## src/rtl/gate_preactivation_mac.sv

```systemverilog
// ============================================================================
// gate_preactivation_mac : streaming MAC for z = bias + sum(w_i*x_i), floored
// and saturated to BITWIDTH-bit fixed point.                    Revision: 1.0
// ============================================================================
`default_nettype none

module gate_preactivation_mac #(
  parameter int BITWIDTH  = 18,
  parameter int FRAC_BITS = 12,
  parameter int NUM_ELEMS = 16
) (
  input  logic                       clock,
  input  logic                       reset,
  input  logic                       start,
  input  logic signed [BITWIDTH-1:0] bias,
  input  logic                       elem_valid,
  input  logic signed [BITWIDTH-1:0] weight,
  input  logic signed [BITWIDTH-1:0] operand_x,
  output logic                       busy,
  output logic signed [BITWIDTH-1:0] result,
  output logic                       result_valid
);

  localparam int c_cnt_w  = $clog2(NUM_ELEMS + 1);
  localparam int c_prod_w = 2 * BITWIDTH;
  localparam int c_acc_w  = c_prod_w + c_cnt_w;

  localparam logic signed [c_acc_w-1:0] c_sat_max =
    {{(c_acc_w-BITWIDTH+1){1'b0}}, {(BITWIDTH-1){1'b1}}};
  localparam logic signed [c_acc_w-1:0] c_sat_min =
    {{(c_acc_w-BITWIDTH+1){1'b1}}, {(BITWIDTH-1){1'b0}}};
  localparam logic [c_cnt_w-1:0] c_last_idx = c_cnt_w'(NUM_ELEMS - 1);

  typedef enum logic [1:0] {
    S_IDLE  = 2'd0,
    S_ACCUM = 2'd1,
    S_DRAIN = 2'd2,
    S_DONE  = 2'd3
  } state_t;

  state_t                       state_q, state_d;
  logic [c_cnt_w-1:0]           count_q, count_d;
  logic                         drain_q, drain_d;
  logic signed [c_prod_w-1:0]   prod_q, prod_d;
  logic                         prod_valid_q, prod_valid_d;
  logic signed [c_acc_w-1:0]    acc_q, acc_d;
  logic signed [BITWIDTH-1:0]   result_q, result_d;
  logic                         result_valid_q, result_valid_d;

  logic                         start_ok;
  logic                         elem_ok;
  logic signed [c_acc_w-1:0]    acc_shr;
  logic signed [BITWIDTH-1:0]   sat_val;

  assign start_ok = start && ((state_q == S_IDLE) || (state_q == S_DONE));
  assign elem_ok  = elem_valid && (state_q == S_ACCUM);

  // Arithmetic shift floors toward -inf; no rounding is applied.
  assign acc_shr = acc_q >>> FRAC_BITS;

  always_comb begin
    sat_val = acc_shr[BITWIDTH-1:0];
    if (acc_shr > c_sat_max) begin
      sat_val = c_sat_max[BITWIDTH-1:0];
    end else if (acc_shr < c_sat_min) begin
      sat_val = c_sat_min[BITWIDTH-1:0];
    end
  end

  always_comb begin
    state_d        = state_q;
    count_d        = count_q;
    drain_d        = drain_q;
    prod_d         = prod_q;
    prod_valid_d   = 1'b0;
    acc_d          = acc_q;
    result_d       = result_q;
    result_valid_d = 1'b0;

    if (prod_valid_q) begin
      acc_d = acc_q + c_acc_w'(prod_q);
    end

    if (elem_ok) begin
      prod_d       = c_prod_w'(weight) * c_prod_w'(operand_x);
      prod_valid_d = 1'b1;
    end

    case (state_q)
      S_IDLE: begin
        if (start_ok) state_d = S_ACCUM;
      end
      S_ACCUM: begin
        if (elem_ok) begin
          if (count_q == c_last_idx) begin
            state_d = S_DRAIN;
            drain_d = 1'b0;
          end else begin
            count_d = count_q + 1'b1;
          end
        end
      end
      S_DRAIN: begin
        if (drain_q) state_d = S_DONE;
        else         drain_d = 1'b1;
      end
      S_DONE: begin
        result_d       = sat_val;
        result_valid_d = 1'b1;
        state_d        = start_ok ? S_ACCUM : S_IDLE;
      end
      default: state_d = S_IDLE;
    endcase

    // Bias is pre-scaled by FRAC_BITS so it lines up with the product LSB.
    if (start_ok) begin
      acc_d   = c_acc_w'(bias) <<< FRAC_BITS;
      count_d = '0;
    end
  end

  always_ff @(posedge clock) begin
    if (reset) begin
      state_q        <= S_IDLE;
      count_q        <= '0;
      drain_q        <= 1'b0;
      prod_q         <= '0;
      prod_valid_q   <= 1'b0;
      acc_q          <= '0;
      result_q       <= '0;
      result_valid_q <= 1'b0;
    end else begin
      state_q        <= state_d;
      count_q        <= count_d;
      drain_q        <= drain_d;
      prod_q         <= prod_d;
      prod_valid_q   <= prod_valid_d;
      acc_q          <= acc_d;
      result_q       <= result_d;
      result_valid_q <= result_valid_d;
    end
  end

  assign busy         = (state_q != S_IDLE);
  assign result       = result_q;
  assign result_valid = result_valid_q;

endmodule

`default_nettype wire

```

## config.mk

```make
export PLATFORM = sky130hd
export DESIGN_NAME = gate_preactivation_mac
export DESIGN_NICKNAME = d
export VERILOG_FILES = /design/src/rtl/gate_preactivation_mac.sv
export SDC_FILE = /design/constraint.sdc
export NUM_CORES = 1
export LEC_CHECK = 0
export CAP_MARGIN = 15
export CORE_MARGIN = 2
export CORE_UTILIZATION = 40
export DETAILED_ROUTE_END_ITERATION = 7
export PLACE_DENSITY = 0.66
export SYNTH_ARGS = -nofsm -noshare
export SYNTH_HDL_FRONTEND = slang
export SYNTH_SLANG_ARGS = --single-unit
```

## constraint.sdc

```tcl
create_clock -name clock -period 11.3 [get_ports clock]
set_input_delay 2.26 -clock clock [delete_from_list [all_inputs] [get_ports clock]]
set_output_delay 2.26 -clock clock [all_outputs]
set_load 0.05 [all_outputs]
```

==> flow_metrics.tcl <==
set metrics [dict create \
    status "complete, no violations" \
    drv_cap 0 \
    slew_viol_final 0 \
    path_delay_family "adder cells" \
    design.core.area_sq_um 45400 \
    final_common_cell "inv_1" \
    synth_fp_nets 2672 \
    grt_pass1_wl_microns 76900 \
    grt_max_degree 52 \
    criticalPathCategory "input pin to register" \
    async_flop_share_pct 0 \
    initial_utilization_pct 40.5 \
    period_share_pct 79.5 \
    final_layout_size_suffix_gt1_share_pct 2.09 \
    crit_path_end_kind "register" \
    synth-seq-area-share_pct 11.4 \
    dieHeight_microns 218 \
    cts_resized 0 \
    fin_cells 2757 \
    io_buffers 77 \
    mostFrequentLayoutCells "414 x inv_1, 330 x fa_1, 255 x nand2_1" \
    place.gp.congestion 0.882 \
    clock_skew_ps 14.0 \
    min_period_ps 8980 \
    path_clk_slew_ps 80 \
    n_antenna_cell 0 \
    row_count 78 \
    syn_avg_cell_area_sq_um 8.57 \
    critical_path_peak_fanout 18 \
    cp.required_ps 11560 \
    place_ws_ps 1980 \
    area_growth_pct 8.54 \
    hold_start "prod_q[0]" \
    cp_cell_sequence "clkdlybuf4s50_1 > nand2_1 > inv_1 > fa_1 > inv_1 > fa_1 > inv_1 > ha_1 > inv_1 > fa_1 > inv_1 > fa_1 > inv_1 > fa_1 > inv_1 > ha_1 > nand4_1 > a21oi_1 > or3_1 > o21ai_0 > o31ai_1 > a21o_1 > mux2i_1 > nand3_1" \
    dr.first_iter.drc_count 947 \
    clock_latency_ps 370 \
    via_per_inst 5.22 \
    crit_start "operand_x[0]" \
    hold_buffers 0 \
    multi_input_area_sq_um 14400 \
    die_area_sq_um 47700 \
    setup_tns_ps 0 \
    dp_hpwl_microns 35800 \
    gr-total-overflow 0 \
    post_cts_buffers 0 \
    grt_antenna_before_repair 0 \
    synth_area_sq_um 18400 \
    grt_pass1_vias 15723 \
    crit_arrival_ps 9240 \
    drc_errors 0 \
    n_fill_cell 4470 \
    hold_viol 0 \
    setup_viol 0 \
    post-place-cells 2739 \
    fp.dieW_microns 218 \
    relSlewSlack_pct 33.0 \
    regArea_sq_um 2100 \
    clock-sinks 105 \
    hp-class "register to register" \
    synth-edff-count 0 \
    synthDistinctLibCells 70 \
    tightestPinTransition_ps 1000 \
    ys_ff_latch 105 \
    r2r_start "prod_q[0]" \
    first_pass_iters 5 \
    cts.path.max_buffers 2 \
    boundaryPins 78 \
    path_buf_inv 8 \
    ant_nets 0 \
    fmax_mhz 111 \
    ys.flop_type "dfxtp_1" \
    cp_slowest_cell "clkdlybuf4s50_1" \
    rsz0062_at_grt "no" \
    gr-usage-all-layers_pct 20.0 \
    fin_ws_ps 2320 \
    start_kind "input pin" \
    routedWlPerCell_microns 16.2 \
    ctsHtreeMaxLevel 3 \
    totalWireLength_microns 44600 \
    cts_tree "built" \
    vias 14391 \
    clockRootBuffer "clkbuf_16" \
    numCtsBuffers 9 \
    nNetsFinal 2679 \
    max_stage_delay_ps 780 \
    critPathMostFrequentCell "inv_1" \
    syn_inst 2145 \
    yosysWarnings 0 \
]
==> flip-flops by register name, summed over array words and instances (netlist names) <==
name          cells
acc_q            41
prod_q           36
result           18
count_q           5
state_q           2
drain_q           1
prod_valid_q      1
result_valid      1
==> cells by family (layout without fill, tap and decap cells) <==
| group | count (synthesis) | in the layout | synth area share [%] |
|---|---|---|---|
| AOI/OAI and AO/OA | 340 | 340 | 11.9 |
| xor gates and xnor gates | 63 | 63 | 3.00 |
| adders and majority gates | 469 | 469 | 45.4 |
| buffers and inverters | 504 | 516 | 10.3 |
| DFF | 105 | 105 | 11.4 |
| muxes | 18 | 18 | 0.987 |
| and+or+nand+nor | 646 | 646 | 17.0 |
==> cells in the mapped netlist, drive strengths merged, types with 13 or more instances <==
library cell / number / share of area (%)
nor3: 33 / 0.95
xor2: 22 / 1.0
inv: 414 / 8.5
nand4: 13 / 0.44
o21ai: 68 / 1.9
nand2: 255 / 5.2
a21o: 25 / 1.0
xnor2: 41 / 2.0
nor2: 101 / 2.1
ha: 139 / 9.5
clkbuf: 82 / 1.7
mux2i: 17 / 0.93
and2: 159 / 5.4
a211oi: 19 / 0.78
nor2b: 14 / 0.48
a21oi: 136 / 3.8
nand3: 22 / 0.60
a31oi: 17 / 0.73
fa: 330 / 36
dfxtp: 105 / 11
==> metrics by stage <==
stage,hold WS [ps],instance area (sq um),util [%]
after floorplan,436,18400,-
after CTS,465,19900,43.9
after global placement,451,19600,43.2
after global routing,485,20000,44.0
final,463,20000,44.0
after detailed placement,454,19600,43.2
==> final timing paths <==
| path | endpoint | slack [ps] | cells past startpoint |
|---|---|---|---|
| setup / recovery | prod_q[34] | 2320 | 24 |
| hold / removal | prod_q[0] | 460 | 2 |
| setup reg to reg | acc_q[34] | 8040 | 12 |
| hold reg to reg | prod_q[0] | 460 | 2 |
==> worst register-to-register path: stages (launching register included) <==
cell and delay [ps]:
dfxtp_1 320, ha_1 230, inv_1 80, fa_1 210
nor2b_1 70, o31a_1 270, o211ai_1 370, o211ai_1 250
a311oi_1 560, a21o_1 330, o221ai_1 180, xnor2_1 170
a21oi_1 80
==> routing by layer <==
metal	vias to the layer above	routed length (microns)	GRT usage, %
met5	-	0	0
met4	0	1410	6.08
met3	96	1720	2.41
met2	357	23300	37.0
met1	7210	18200	24.1
li1	6728	-	-
==> layout make-up <==
| type | instances | share of cell area, % |
|---|---|---|
| Clock buffer | 10 | 1.20 |
| Clock inverter | 6 | 0.407 |
| Inverter | 414 | 7.79 |
| Multi-Input combinational cell | 1536 | 72.1 |
| Sequential cell | 105 | 10.5 |
| Tap cell | 600 | 3.76 |
| Timing Repair Buffer | 86 | 4.18 |
Power is left out: the tool's default activity adds up to more than one toggle a clock period on the data nets, which glitch-free logic cannot reach.
==> variant (same flow settings) <==
The 4 states of `state_t` get a one-hot encoding in 4 bits.
--- a/src/rtl/gate_preactivation_mac.sv
+++ b/src/rtl/gate_preactivation_mac.sv
@@ -31,11 +31,11 @@
     {{(c_acc_w-BITWIDTH+1){1'b1}}, {(BITWIDTH-1){1'b0}}};
   localparam logic [c_cnt_w-1:0] c_last_idx = c_cnt_w'(NUM_ELEMS - 1);
 
-  typedef enum logic [1:0] {
-    S_IDLE  = 2'd0,
-    S_ACCUM = 2'd1,
-    S_DRAIN = 2'd2,
-    S_DONE  = 2'd3
+  typedef enum logic [3:0] {
+    S_IDLE  = 4'b0001,
+    S_ACCUM = 4'b0010,
+    S_DRAIN = 4'b0100,
+    S_DONE  = 4'b1000
   } state_t;
 
   state_t                       state_q, state_d;
Formal check against the unedited RTL: same outputs for any inputs over 10 cycles, from zero or initial values and one cycle with reset high; not proved beyond that.
==> variant against the original RTL <==
  * Area after synthesis grew 0.90%
  * Sequential cell count is 2 higher
  * Sequential share of layout area grew 0.13 points
  * Routed wire length is 2.1% lower
  * Clock skew rose by 1.3 ps
  * Setup slack gained 62 ps
  * Final cell count rose by 0.58%
  * Final area grew 0.71%
  * Largest cell class unchanged
Power is left out: the tool's default activity adds up to more than one toggle a clock period on the data nets, which glitch-free logic cannot reach.
==> variant: results (changes against the original RTL) <==
DP Wirelength 35700 um (was 35800 um); flop2flop setup slack 8130 ps (was 8040 ps); largest family of logic cells by synthesized area adder cells (unchanged); worst-path fanout max 18 (unchanged); RD Place Congestion 0.893 (was 0.882); clk_lat worst skew roughly 360 ps; initial antenna violation count 0 (unchanged); hold buffer count at CTS 0 (unchanged); via total after detailed routing 14500 (was 14400); Worst Path Arrival 9170 ps (was 9240 ps); Reg clk slew, reported paths 80 ps (about the same); Largest delay share family, worst path adder cells (unchanged); outcome complete, no violations (unchanged); cts bufs inserted 9 (unchanged); HP Class reg -> reg (unchanged); Synth cell types 73 (was 70); synthesized-area fraction occupied by adder cells 44.7% (was 45.4%); first-pass GRT wire length 76400 um (was 76900 um); vias in the first global route 15800 (was 15700); Slowest cell on crit path clkdlybuf4s50_1 (unchanged); syn avg cell area 8.59 um2 (was 8.57 um2); setup bufs post-CTS 0 (unchanged); Initial DRC Count 774 (was 947); sequential fraction of the synthesis area 11.5% (was 11.4%); slowest stage delay, CP 960 ps (was 780 ps); layout cells sized above 1 2.53% (was 2.09%); Initial DRT Pass Iterations 5 (unchanged); post-synthesis mux area share 0.985% (was 0.987%); largest net degree at the start of global routing 62 (was 52); top post-synthesis cells by count inv_1, fa_1, nand2_1 (unchanged); post-synthesis xor/xnor area fraction 2.74% (was 3.00%); H-tree Lvls 3 (unchanged); Top FF cell, synth dfxtp_1 (unchanged); Post-synth ARST share 0% (unchanged); Layout Skew 15.2 ps (was 14.0 ps); root buffer cell clkbuf_16 (unchanged); Cell Count Post-Placement 2756 (was 2739); number of synthesis warnings 0 (unchanged); Worst slew margin 35.9% (was 33.0%); max reg flops 41 (unchanged); Synth Area in Compound Gates 12.4% (was 11.9%); all-layer global routing usage 19.6% (was 20.0%); largest cells by area after synthesis fa_1, dfxtp_1, ha_1 (unchanged); ANT cells 0 (unchanged); Port Buf Inserts 77 (unchanged); Via density 5.24 (was 5.22); Syn Nets 2683 (was 2672); Post-CTS Resized 0 (unchanged); Most flops, register acc_q (unchanged); DR WL/cell 15.7 um (was 16.2 um); clock buffer depth 2 (unchanged)
variant: cell types whose count changed after synthesis, sizes merged, moves of 9 or more:
| cell | unedited run | this run |
|---|---|---|
| inv | 414 | 385 |
| nand2 | 255 | 238 |
| o21ai | 68 | 83 |
| and2 | 159 | 172 |
| nor3 | 33 | 20 |
| and3 | 8 | 20 |
| xor2 | 22 | 13 |
variant: final timing paths:
| kind | to | start | cells past startpoint |
|---|---|---|---|
| worst max-delay path | prod_q[33] | operand_x[3] | 22 |
| worst min-delay path | prod_q[0] | prod_q[0] | 2 |
| worst max register to register | acc_q[34] | acc_q[0] | 11 |
| worst min register to register | prod_q[0] | prod_q[0] | 2 |
variant: logic make-up after synthesis:
logic type | Yosys count
DFF | 107
adders and majority gates | 465
and+or+nand+nor | 670
buffers and inverters | 476
xor gates and xnor gates | 58
muxes | 18
AOI/OAI and AO/OA | 366
variant: cell type report:
class / count / area [um2]
fill: 4422 / 25500
clock buffer: 9 / 225
timing repair buffer: 88 / 848
sequential: 107 / 2140
multi-input combinational: 1577 / 14600
tap: 600 / 751
clock inverter: 6 / 58.8
inverter: 386 / 1450
variant: worst register-to-register path, delay by kind of cell (launching register included):
kind	cells	cell delay (ps)
compound gates	5	1410
buf+inv	1	70
mux	1	390
simple gates	2	330
flops	1	340
fa+ha+maj	2	580
variant: metal layers:
layer	up-vias	wire length (um)	GRT usage, %
li1	6876	-	-
met1	7315	17900	23.6
met2	277	23300	36.8
met3	71	1340	2.05
met4	0	1100	5.07
met5	-	0	0
variant: metrics by stage:
stage               hold slack [ps]  utilization, %  setup slack [ps]  cell area [um2]
finish                          460            44.1              2380            20100
global route                    491            44.1              1970            20100
CTS                             463            44.1              2420            20100
detailed placement              452            43.4              2060            19800
global placement                447            43.4              2110            19800
floorplan                       436               -              2920            18600
